$ cat src/rtl/vga_sync_decoder.sv
// VGA sync decoder: recovers pixel coordinates from hsync/vsync, measures line and
// frame timing, and only passes the pixel stream once the timing has locked.
module vga_sync_decoder #(
  parameter int   H_ACTIVE = 1280,
  parameter int   H_FP     = 64,
  parameter int   H_SYNC   = 136,
  parameter int   H_BP     = 200,
  parameter int   V_ACTIVE = 800,
  parameter int   V_FP     = 1,
  parameter int   V_SYNC   = 3,
  parameter int   V_BP     = 27,
  parameter logic HS_POL   = 1'b0,
  parameter logic VS_POL   = 1'b1
) (
  input  logic        clk,
  input  logic        rst,
  input  logic        hsync,
  input  logic        vsync,
  input  logic [3:0]  pix_r,
  input  logic [3:0]  pix_g,
  input  logic [3:0]  pix_b,
  output logic [10:0] rx_x,
  output logic [9:0]  rx_y,
  output logic [3:0]  rx_r,
  output logic [3:0]  rx_g,
  output logic [3:0]  rx_b,
  output logic        rx_valid,
  output logic        locked,
  output logic [11:0] line_len,
  output logic [10:0] frame_lines,
  output logic        err
);
  localparam logic [11:0] H_TOTAL = 12'(H_ACTIVE + H_FP + H_SYNC + H_BP);
  localparam logic [10:0] V_TOTAL = 11'(V_ACTIVE + V_FP + V_SYNC + V_BP);
  localparam logic [11:0] H_START = 12'(H_SYNC + H_BP);
  localparam logic [11:0] H_END   = 12'(H_SYNC + H_BP + H_ACTIVE - 1);
  localparam logic [10:0] V_START = 11'(V_SYNC + V_BP);
  localparam logic [10:0] V_END   = 11'(V_SYNC + V_BP + V_ACTIVE - 1);

  typedef enum logic [1:0] {UNLOCKED, H_OK, V_ARM, LOCKED} state_t;

  logic        hs_s1, vs_s1, hs_s1_prev, vs_s1_prev;
  logic [3:0]  r_s1, g_s1, b_s1;
  logic        h_edge, v_edge;
  logic [11:0] h_cnt_q, h_inc, h_cnt;
  logic [10:0] v_cnt_q, v_meas, v_cnt;
  logic        seen_h;
  logic        line_evt, line_match, frame_match, h_sat;
  state_t      state, state_nx;
  logic        good, good_nx, fault;
  logic        active, valid_nx, err_nx;
  logic [11:0] x_off;
  logic [10:0] y_off;

  always_ff @(posedge clk or negedge rst) begin
    if (!rst) begin
      hs_s1      <= 1'b0;
      vs_s1      <= 1'b0;
      hs_s1_prev <= 1'b0;
      vs_s1_prev <= 1'b0;
      r_s1       <= '0;
      g_s1       <= '0;
      b_s1       <= '0;
    end else begin
      hs_s1      <= hsync;
      vs_s1      <= vsync;
      hs_s1_prev <= hs_s1;
      vs_s1_prev <= vs_s1;
      r_s1       <= pix_r;
      g_s1       <= pix_g;
      b_s1       <= pix_b;
    end
  end

  assign h_edge = (hs_s1 == HS_POL) && (hs_s1_prev != HS_POL);
  assign v_edge = (vs_s1 == VS_POL) && (vs_s1_prev != VS_POL);

  // h_inc doubles as the measured line length: the pixel before an edge holds L-1.
  always_comb begin
    h_inc  = (h_cnt_q == 12'hFFF) ? 12'hFFF : h_cnt_q + 12'd1;
    h_cnt  = h_edge ? 12'd0 : h_inc;
    v_meas = (v_cnt_q == 11'h7FF || !h_edge) ? v_cnt_q : v_cnt_q + 11'd1;
    v_cnt  = v_edge ? 11'd0 : v_meas;
  end

  assign line_evt    = h_edge && seen_h;
  assign line_match  = (h_inc == H_TOTAL);
  assign frame_match = (v_meas == V_TOTAL);
  assign h_sat       = (h_cnt == 12'hFFF);

  always_ff @(posedge clk or negedge rst) begin
    if (!rst) begin
      h_cnt_q     <= '0;
      v_cnt_q     <= '0;
      seen_h      <= 1'b0;
      line_len    <= '0;
      frame_lines <= '0;
    end else begin
      h_cnt_q <= h_cnt;
      v_cnt_q <= v_cnt;
      if (h_edge) seen_h <= 1'b1;
      if (line_evt) line_len <= h_inc;
      if (v_edge) frame_lines <= v_meas;
    end
  end

  always_ff @(posedge clk or negedge rst) begin
    if (!rst) begin
      state <= UNLOCKED;
      good  <= 1'b0;
    end else begin
      state <= state_nx;
      good  <= good_nx;
    end
  end

  always_comb begin
    state_nx = state;
    good_nx  = good;
    fault    = 1'b0;
    case (state)
      UNLOCKED: begin
        if (line_evt) begin
          if (!line_match) begin
            good_nx = 1'b0;
          end else if (good) begin
            state_nx = H_OK;
            good_nx  = 1'b0;
          end else begin
            good_nx = 1'b1;
          end
        end
      end
      H_OK: begin
        if ((line_evt && !line_match) || h_sat) fault = 1'b1;
        else if (v_edge) state_nx = V_ARM;
      end
      V_ARM: begin
        if ((line_evt && !line_match) || h_sat) fault = 1'b1;
        else if (v_edge) state_nx = frame_match ? LOCKED : UNLOCKED;
      end
      LOCKED: begin
        if ((line_evt && !line_match) || h_sat || (v_edge && !frame_match)) fault = 1'b1;
      end
      default: state_nx = UNLOCKED;
    endcase
    if (fault) state_nx = UNLOCKED;
  end

  always_comb begin
    active   = (h_cnt >= H_START) && (h_cnt <= H_END) && (v_cnt >= V_START) && (v_cnt <= V_END);
    valid_nx = active && (state_nx == LOCKED);
    err_nx   = fault;
    x_off    = h_cnt - H_START;
    y_off    = v_cnt - V_START;
  end

  always_ff @(posedge clk or negedge rst) begin
    if (!rst) begin
      locked   <= 1'b0;
      err      <= 1'b0;
      rx_valid <= 1'b0;
      rx_x     <= '0;
      rx_y     <= '0;
      rx_r     <= '0;
      rx_g     <= '0;
      rx_b     <= '0;
    end else begin
      locked   <= (state_nx == LOCKED);
      err      <= err_nx;
      rx_valid <= valid_nx;
      if (valid_nx) begin
        rx_x <= x_off[10:0];
        rx_y <= y_off[9:0];
        rx_r <= r_s1;
        rx_g <= g_s1;
        rx_b <= b_s1;
      end else begin
        rx_x <= '0;
        rx_y <= '0;
        rx_r <= '0;
        rx_g <= '0;
        rx_b <= '0;
      end
    end
  end

endmodule

$ cat config.mk
export PLATFORM = sky130hd
export DESIGN_NAME = vga_sync_decoder
export DESIGN_NICKNAME = d
export VERILOG_FILES = /design/src/rtl/vga_sync_decoder.sv
export SDC_FILE = /design/constraint.sdc
export NUM_CORES = 1
export LEC_CHECK = 0
export BUFFER_PORTS_ARGS = -buffer_cell sky130_fd_sc_hd__buf_2
export CAP_MARGIN = 15
export CORE_ASPECT_RATIO = 1.25
export CORE_MARGIN = 5
export CORE_UTILIZATION = 28
export CTS_CLUSTER_DIAMETER = 100
export DETAILED_ROUTE_END_ITERATION = 12
export PLACE_DENSITY = 0.56
export SYNTH_ARGS = -nofsm -noshare
export SYNTH_HDL_FRONTEND = slang
export SYNTH_SLANG_ARGS = --single-unit
$ cat constraint.sdc
create_clock -name clk -period 3.7 [get_ports clk]
set_input_delay 0.555 -clock clk [delete_from_list [all_inputs] [get_ports clk]]
set_output_delay 0.555 -clock clk [all_outputs]
set_load 0.01 [all_outputs]
==> results of run 1 <==
cell type report:
type	instances	area, um2
fillers	1740	11400
well taps	224	280
inverters	24	90.1
multi-input cells	324	2190
flip-flops and latches	102	2550
repair buffers	99	577
clock inverters	6	75.1
clock buffers	10	239
power by group through the flow:
stage | Clock, W | Sequential (W) | Combinational (W)
floorplan | 0 | 0.00123 | 0.000127
global placement | 0 | 0.00123 | 0.000236
detailed placement | 0 | 0.00123 | 0.000241
CTS | 0.00101 | 0.00121 | 0.000242
global route | 0.00106 | 0.00122 | 0.000273
finish | 0.000983 | 0.00121 | 0.000239
cells by family after synthesis:
| family | count (synthesis) | share of synthesized area [%] |
|---|---|---|
| adders and majority gates | 13 | 3.32 |
| xor gates and xnor gates | 16 | 2.86 |
| buffers and inverters | 46 | 4.21 |
| AOI/OAI and AO/OA | 83 | 11.1 |
| DFF | 102 | 52.1 |
| muxes | 8 | 1.74 |
| and+or+nand+nor | 204 | 24.6 |
worst register-to-register path, stage by stage, from the launching register on:
cell	delay, ns
dfrtp_1	0.44
ha_2	0.26
nand3_2	0.14
or3_4	0.38
a41o_4	0.30
or4_4	0.51
nand2_1	0.19
nand3_2	0.18
a2111oi_2	0.41
nand4bb_2	0.25
buf_6	0.24
nor3_2	0.08
state kept, by name (all words and copies together), names as in the netlist, 2 cells and up:
signal,count
h_cnt_q,12
v_cnt_q,11
rx_x,11
frame_lines,11
rx_g,4
rx_r,4
state,2
b_s1,4
rx_b,4
rx_y,10
g_s1,4
r_s1,4
line_len,12
final timing paths:
path                         endpoint  startpoint  depth (start not counted)
min in group clk                vs_s1       vsync                          1
max in group asynchronous  v_cnt_q[6]         rst                          2
max                           rx_x[1]  h_cnt_q[0]                         11
min reg2reg                vs_s1_prev       vs_s1                          0
min                          state[1]         rst                          1
max reg2reg                   rx_x[1]  h_cnt_q[0]                         11
through the flow:
step / power [W] / std cells / area [um2] / setup slack [ns] / utilization (%)
2_1_floorplan: 0.00136 / 472 / 4900 / 0.435 / -
3_3_place_gp: 0.00146 / 773 / 5640 / 0.242 / 32.5
3_5_place_dp: 0.00147 / 773 / 5640 / 0.0941 / 32.5
4_1_cts: 0.00246 / 789 / 5960 / 0.0463 / 34.3
5_1_grt: 0.00255 / 789 / 6000 / 0.0229 / 34.6
6_report: 0.00243 / 789 / 6000 / 0.210 / 34.6
cell usage in the layout, fill, tap and decap left out, types with 11 or more instances in the layout:
cell,instances
inv_1,23
nor3_2,27
dfrtp_1,102
buf_2,73
buf_4,24
nor3_1,11
a21oi_1,14
nand2_1,48
o21ai_0,31
ha_1,12
nor2_1,41
metal layers:
layer / global-route usage [%] / up-vias / part of all wire, %
met5: 0 / - / 0
met4: 5.01 / 0 / 2.3
met3: 2.40 / 19 / 4.5
met2: 21.5 / 105 / 51
met1: 15.2 / 1825 / 42
li1: - / 1831 / -
==> qor.csv, run 1 <==
metric;value;unit
synthTopCellsByCount;102 x dfrtp_1, 48 x nand2_1, 41 x nor2_1;
num_antenna_cells;0;
max_freq;0.287;GHz
clk_pin_slew;0.08;ns
gr-total-overflow;0;
post_cts_buffers;0;
wire_per_inst;15.8;um
area_growth;22.5;%
p_int;0.00180;W
required;3.92;ns
grt_usage;12.4;%
arrival;3.71;ns
ys_types;63;
coreArea;0.0174;mm2
post-dp-hpwl;9510;um
worstSetupPathType;register to register;
grt_max_degree;53;
die_w;128;um
ios;75;
status;finished, final reports clean;
clk_latency;0.35;ns
holdCritPathClass;input port to async pin;
ys_seq_area_share;52.1;%
async_flop_share;100;%
synth-seq-cells;102;
drtPass1Iterations;5;
cts.repair.resized;0;
cts.sink_count;102;
fin_nets;589;
root_buffer;clkbuf_16;
cts_buffers;9;
post-route-period-util;94.3;%
rsz0062_at_grt;no;
fin_hold_ws;0.246;ns
viasPerCell;4.79;
start_util;28.2;%
power_frac_seq;49.7;%
path_max_fanout;17;
rows;54;
cts_tree;yes;
end_kind;register;
ant_nets;0;
dieArea;0.0203;mm2
grt_pass1_wl;19700;um
p_leak;2.82;nW
clockBufferDepth;2;
synth_top_area_cell;dfrtp_1;
synthFlopType;dfrtp_1;
fin_crit;3.49;ns
worstPathCellList;ha_2 -> nand3_2 -> or3_4 -> a41o_4 -> or4_4 -> nand2_1 -> nand3_2 -> a2111oi_2 -> nand4bb_2 -> buf_6 -> nor3_2;
synth_area;0.00490;mm2
ys_warn_count;0;
die_h;158;um
cp_top_family;simple AND/OR/NAND/NOR gates;
worstMarginPinSlew;0.706;ns
num_vias;3780;
grt_pass1_vias;3832;
antenna_found_initial;0;
drv_cap;0;
setup_violations;0;
finalSetupTns;0;ns
io_buffers;74;
startpoint_type;register;
synth.avg_cell_area;10.4;um2
synthTopCellsByArea;dfrtp_1 52%, nor3_2 5.5%, nand2_1 3.7%, ha_1 3.3%, o21ai_0 3.2%;
place_congestion;0.823;
pwr-share-clk;40.4;%
drt_iter0_drc;327;
cp.buffers_inverters;1;
hold_viol;0;
r2r_slack;0.21;ns
final_layout_size_suffix_gt1_share;29.9;%
hold_buffers;0;
switching_share;25.7;%
switchingPower;0.000626;W
slowest_stage;or4_4;
slew_violations;0;
synth_cells;472;
max_slew_margin;52.9;%
fin_skew;0.0104;ns
critPathMaxStageDelay;0.51;ns
htree_levels;3;
syn_nets;501;
power_density;405;mW/mm2
routed_wl;12400;um
synth_edf_count;0;
drc;0;
power_frac_comb;9.8;%
vdd_drop_max;256;uV
synth_top_area_share;52.1;%
yosysMostFrequentCell;dfrtp_1;
crit_path_frequent_cell;nand3_2;
Note: power is estimated with default switching activity, not from simulation.
==> run 2, diff against run 1 <==
CTS_BUF_LIST = sky130_fd_sc_hd__clkbuf_8   (was default)
==> run 2 against run 1 <==
Effect of this change:
- sequential power is essentially flat
- via count shrank 0.45%
- power shrank 9.9%
- register-to-register slack is essentially flat
- first-iteration DRC count grew 18%
- core utilization shrank 0.62 points
- sequential cell count is the same
- largest power group unchanged
==> qor.csv, run 2 (synthesis results as in run 1) <==
metric;value;unit;change
clockBufferDepth;2;;unchanged
place_congestion;0.823;;unchanged
path_max_fanout;17;;unchanged
final_common_cell;dfrtp_1;;
fin_skew;0.0137;ns;+0.00323 ns
setup_violations;0;;unchanged
start_util;28.2;%;unchanged
end_kind;register;;
rr_startpoint;h_cnt_q[0];;
rsz0062_at_grt;no;;
dieArea;0.0203;mm2;unchanged
num_antenna_cells;0;;unchanged
grt_max_degree;53;;unchanged
n_fill_cell;1762;;+1.3%
slew_violations;0;;unchanged
cts.sink_count;102;;unchanged
worstSetupPathType;register to register;;
cp_top_family;simple AND/OR/NAND/NOR gates;;
drt_iter0_drc;385;;+18%
status;finished, final reports clean;;
num_vias;3763;;-0.45%
post_cts_buffers;0;;unchanged
drc;0;;unchanged
slowest_stage;or4_4;;
ios;75;;unchanged
die_h;158;um;unchanged
root_buffer;clkbuf_8;;
vdd_drop_max;218;uV;-15%
reg2regPathDepth;11;;unchanged
cp.buffers_inverters;1;;unchanged
final_layout_size_suffix_gt1_share;29.7;%;-0.18 points
clk_latency;0.38;ns;+0.03 ns
coreArea;0.0174;mm2;unchanged
hold_viol;0;;unchanged
post-dp-hpwl;9510;um;unchanged
area_growth;20.4;%;
htree_levels;3;;unchanged
fin_crit;3.49;ns;-0.00378 ns
required;3.96;ns;+0.04 ns
antenna_found_initial;0;;unchanged
reg_top3;h_cnt_q x12, line_len x12;;
holdCritPathClass;input port to async pin;;
cts_buffers;9;;unchanged
fin_nets;589;;unchanged
grt_usage;12.5;%;+0.028 points
grt_pass1_wl;19700;um;+0.10%
worstMarginPinSlew;0.699;ns;-0.00691 ns
post-route-period-util;94.2;%;-0.10 points
finalSetupTns;0;ns;unchanged
r2r_slack;0.21;ns;about the same
routed_wl;12400;um;-0.14%
gr-total-overflow;0;;unchanged
cts_tree;yes;;
drv_cap;0;;unchanged
rows;54;;unchanged
arrival;3.74;ns;+0.03 ns
grt_pass1_vias;3790;;-1.1%
drtPass1Iterations;6;;+1
clk_pin_slew;0.10;ns;+0.02 ns
io_buffers;74;;unchanged
critPathMaxStageDelay;0.51;ns;about the same
worstPathCellList;ha_2 -> nand3_2 -> or3_4 -> a41o_4 -> or4_4 -> nand2_1 -> a31oi_4 -> nor4b_2 -> nand4bb_2 -> buf_6 -> nor3_2;;
startpoint_type;register;;
p_leak;2.77;nW;-1.6%
final_cell_mix;102 x dfrtp_1, 73 x buf_2, 48 x nand2_1;;
viasPerCell;4.77;;-0.45%
max_slew_margin;53.4;%;+0.46 points
max_freq;0.287;GHz;+0.11%
final_cells;789;;unchanged
r2r-end;rx_x[1];;
placed_cells;773;;unchanged
wire_per_inst;15.8;um;-0.14%
die_w;128;um;unchanged
ant_nets;0;;unchanged
power_density;372;mW/mm2;-8.2%
-- run 2: cell counts in the layout (fill, tap and decap cells not counted) --
No cell type changed its count.
-- run 2: power by group --
part | leakage (nW) | switching (W) | internal [W] | total (W)
sequential | 1.37 | 0.0000454 | 0.00116 | 0.00121
clock | 0.111 | 0.000401 | 0.000343 | 0.000744
combinational | 1.29 | 0.000152 | 0.0000868 | 0.000239
-- run 2: stage by stage --
step | util [%] | setup slack [ns] | hold WS [ns] | area [um2] | power, W
3_3_place_gp | 32.5 | 0.242 | 0.382 | 5640 | 0.00146
6_report | 34.0 | 0.214 | 0.199 | 5900 | 0.00219
2_1_floorplan | - | 0.435 | 0.259 | 4900 | 0.00136
5_1_grt | 34.0 | 0.000320 | 0.232 | 5900 | 0.00231
3_5_place_dp | 32.5 | 0.0941 | 0.389 | 5640 | 0.00147
4_1_cts | 33.7 | 0.0531 | 0.196 | 5850 | 0.00222
-- run 2: how the worst max path moves through the flow --
stage                     depth (start not counted)  slack (ns)  endpoint       start
after CTS                                        15        0.05   rx_r[0]  h_cnt_q[0]
after global placement                           15        0.24   rx_x[4]  h_cnt_q[0]
after detailed placement                         15        0.09   rx_x[1]  h_cnt_q[0]
after global routing                             15      0.0003   rx_y[9]  h_cnt_q[0]
after floorplan                                  13        0.43   rx_y[9]  v_cnt_q[0]
final                                            11        0.21   rx_x[1]  h_cnt_q[0]
-- run 2: area by class of cell --
| cell class | instances | area (um2) | share of cell area (%) |
|---|---|---|---|
| well taps | 224 | 280 | 4.75 |
| flip-flops and latches | 102 | 2550 | 43.3 |
| clock buffers | 10 | 138 | 2.33 |
| multi-input cells | 324 | 2180 | 37.0 |
| clock inverters | 6 | 75.1 | 1.27 |
| inverters | 24 | 90.1 | 1.53 |
| repair buffers | 99 | 577 | 9.78 |
-- run 2: worst register-to-register path: stages, from the launching register on --
cell and delay, ns:
dfrtp_1 0.44, ha_2 0.26, nand3_2 0.14, or3_4 0.38
a41o_4 0.30, or4_4 0.51, nand2_1 0.20, a31oi_4 0.13
nor4b_2 0.41, nand4bb_2 0.29, buf_6 0.24, nor3_2 0.08
-- run 2: metal layers --
| metal | track usage (%) | wire [um] | part of all wire, % |
|---|---|---|---|
| met1 | 15.3 | 5240 | 42 |
| met2 | 21.4 | 6300 | 51 |
| met3 | 2.50 | 601 | 4.8 |
| met4 | 5.11 | 291 | 2.3 |
| met5 | 0 | 0 | 0 |
-- run 2: repair_timing --
item	CTS	global route
endpoints found under the hold margin	0	0
hold buffers	0	0
setup endpoints to repair	0	32
gates resized for setup	0	8
==> run 3, diff against run 2 <==
CORE_MARGIN = 2   (was 5)
GPL_ROUTABILITY_DRIVEN = 0   (was default)
==> run 3 against run 2 <==
Effect of this change:
- critical path depth stayed put
- core utilization shrank 0.29 points
- clock power fell by 4.6%
- power fell by 1.6%
- critical endpoint is now rx_valid
- largest cell class unchanged
- largest power group unchanged
==> qor.csv, run 3 (synthesis results as in run 1) <==
metric;value;unit;change
status;finished, final reports clean;;
grt_usage;14.1;%;+1.7 points
final_layout_size_suffix_gt1_share;28.6;%;-1.1 points
pwr-share-clk;32.9;%;-1.1 points
power_frac_seq;56.0;%;+0.9 points
rr_startpoint;h_cnt_q[0];;
hold_viol;0;;unchanged
fin_nets;583;;-1.0%
cts.sink_count;102;;unchanged
rsz0062_at_grt;yes;;
grt_pass1_wl;20400;um;+3.5%
viasPerCell;4.83;;+1.2%
arrival;3.77;ns;+0.03 ns
reg_top3;h_cnt_q x12, line_len x12;;
cp.depth;11;;unchanged
root_buffer;clkbuf_8;;
critPathCapture;rx_valid;;
dieArea;0.0186;mm2;-8.3%
cp-startpoint;h_cnt_q[0];;
ios;75;;unchanged
rows;54;;unchanged
drt_iter0_drc;229;;-41%
startpoint_type;register;;
final_area;0.00582;mm2;-1.3%
slew_violations;0;;unchanged
cts_tree;yes;;
power_frac_comb;11.0;%;about the same
die_w;122;um;-4.7%
grt_pass1_vias;3877;;+2.3%
finalSetupTns;0;ns;unchanged
ant_nets;0;;unchanged
clockBufferDepth;2;;unchanged
multi_input_comb_area;0.00217;mm2;-0.52%
die_h;152;um;-3.8%
max_slew_margin;45.7;%;-7.7 points
grt_max_degree;64;;+21%
antenna_found_initial;0;;unchanged
post-route-period-util;94.9;%;+0.66 points
fin_skew;0.0103;ns;-0.00337 ns
area_growth;18.8;%;
fin_hold_ws;0.238;ns;+0.0399 ns
fin_crit;3.51;ns;+0.0242 ns
routed_wl;12400;um;-0.28%
num_antenna_cells;0;;unchanged
reg2regPathDepth;11;;unchanged
cts.repair.resized;0;;unchanged
max_freq;0.285;GHz;-0.69%
power_density;370;mW/mm2;-0.35%
worstPathCellList;ha_2 -> nand3_2 -> or3_4 -> a41o_4 -> or4_4 -> nand2_1 -> a31oi_2 -> nor4b_2 -> nand4bb_2 -> buf_4 -> nor2_1;;
start_util;28.3;%;+0.11 points
coreArea;0.0173;mm2;-0.39%
clk_pin_slew;0.10;ns;about the same
htree_levels;3;;unchanged
wire_per_inst;15.8;um;+0.48%
gr-total-overflow;0;;unchanged
p_int;0.00157;W;-1.7%
n_fill_cell;1800;;+2.2%
drc;0;;unchanged
path_max_fanout;17;;unchanged
setup_violations;0;;unchanged
end_kind;register;;
cp_top_family;simple AND/OR/NAND/NOR gates;;
r2r-end;rx_valid;;
cts_buffers;9;;unchanged
vdd_drop_max;289;uV;+33%
slowest_stage;or4_4;;
p_leak;2.74;nW;-1.2%
hold_buffers;0;;unchanged
holdCritPathClass;input port to async pin;;
final_common_cell;dfrtp_1;;
post-dp-hpwl;9420;um;-0.89%
critPathMaxStageDelay;0.51;ns;about the same
placed_cell_area;0.00560;mm2;-0.80%
final_cell_mix;102 x dfrtp_1, 73 x buf_2, 48 x nand2_1;;
worstSetupPathType;register to register;;
worstMarginPinSlew;0.815;ns;+0.115 ns
switchingPower;0.000590;W;-1.4%
num_vias;3781;;+0.48%
seq_area;0.00255;mm2;unchanged
switching_share;27.4;%;+0.043 points
required;3.96;ns;about the same
io_buffers;74;;unchanged
r2r_slack;0.19;ns;-0.02 ns
cp.buffers_inverters;1;;unchanged
post_cts_buffers;0;;unchanged
drtPass1Iterations;5;;-1
drv_cap;0;;unchanged
clk_latency;0.38;ns;about the same
[run 3: worst min path at each step]
stage	startpoint	to	slack [ns]	cells after the start
6_report	rst	hs_s1	0.24	1
5_1_grt	pix_g[0]	g_s1[0]	0.25	1
4_1_cts	pix_g[0]	g_s1[0]	0.25	1
3_5_place_dp	vs_s1	vs_s1_prev	0.39	0
3_3_place_gp	vs_s1	vs_s1_prev	0.38	0
2_1_floorplan	rst	b_s1[0]	0.26	0
[run 3: layer usage]
layer / global-route usage [%] / vias up / share of wire, %
met5: 0 / - / 0
met4: 4.38 / 0 / 1.5
met3: 3.08 / 11 / 4.6
met2: 25.1 / 95 / 54
met1: 16.7 / 1864 / 40
li1: - / 1811 / -
[run 3: cell type report]
| cell class | count | share of cell area [%] |
|---|---|---|
| clock inverter | 7 | 1.29 |
| tap | 224 | 4.81 |
| inverter | 24 | 1.55 |
| timing repair buffer | 93 | 9.07 |
| multi-input combinational | 324 | 37.3 |
| clock buffer | 9 | 2.13 |
| sequential | 102 | 43.8 |
[run 3: power by group through the flow]
stage | sequential (W) | combinational [W] | clock (W)
2_1_floorplan | 0.00123 | 0.000127 | 0
4_1_cts | 0.00121 | 0.000242 | 0.000744
6_report | 0.00121 | 0.000238 | 0.000710
3_5_place_dp | 0.00123 | 0.000240 | 0
3_3_place_gp | 0.00123 | 0.000237 | 0
5_1_grt | 0.00122 | 0.000268 | 0.000794
[run 3: per-stage QoR]
| step | worst slack (ns) | util, % | cells | total power (W) |
|---|---|---|---|---|
| final | 0.189 | 33.7 | 783 | 0.00216 |
| after global routing | -0.0148 | 33.7 | 783 | 0.00228 |
| after CTS | 0.0492 | 33.5 | 783 | 0.00219 |
| after detailed placement | 0.0977 | 32.4 | 767 | 0.00147 |
| after global placement | 0.258 | 32.4 | 767 | 0.00146 |
| after floorplan | 0.435 | - | 472 | 0.00136 |
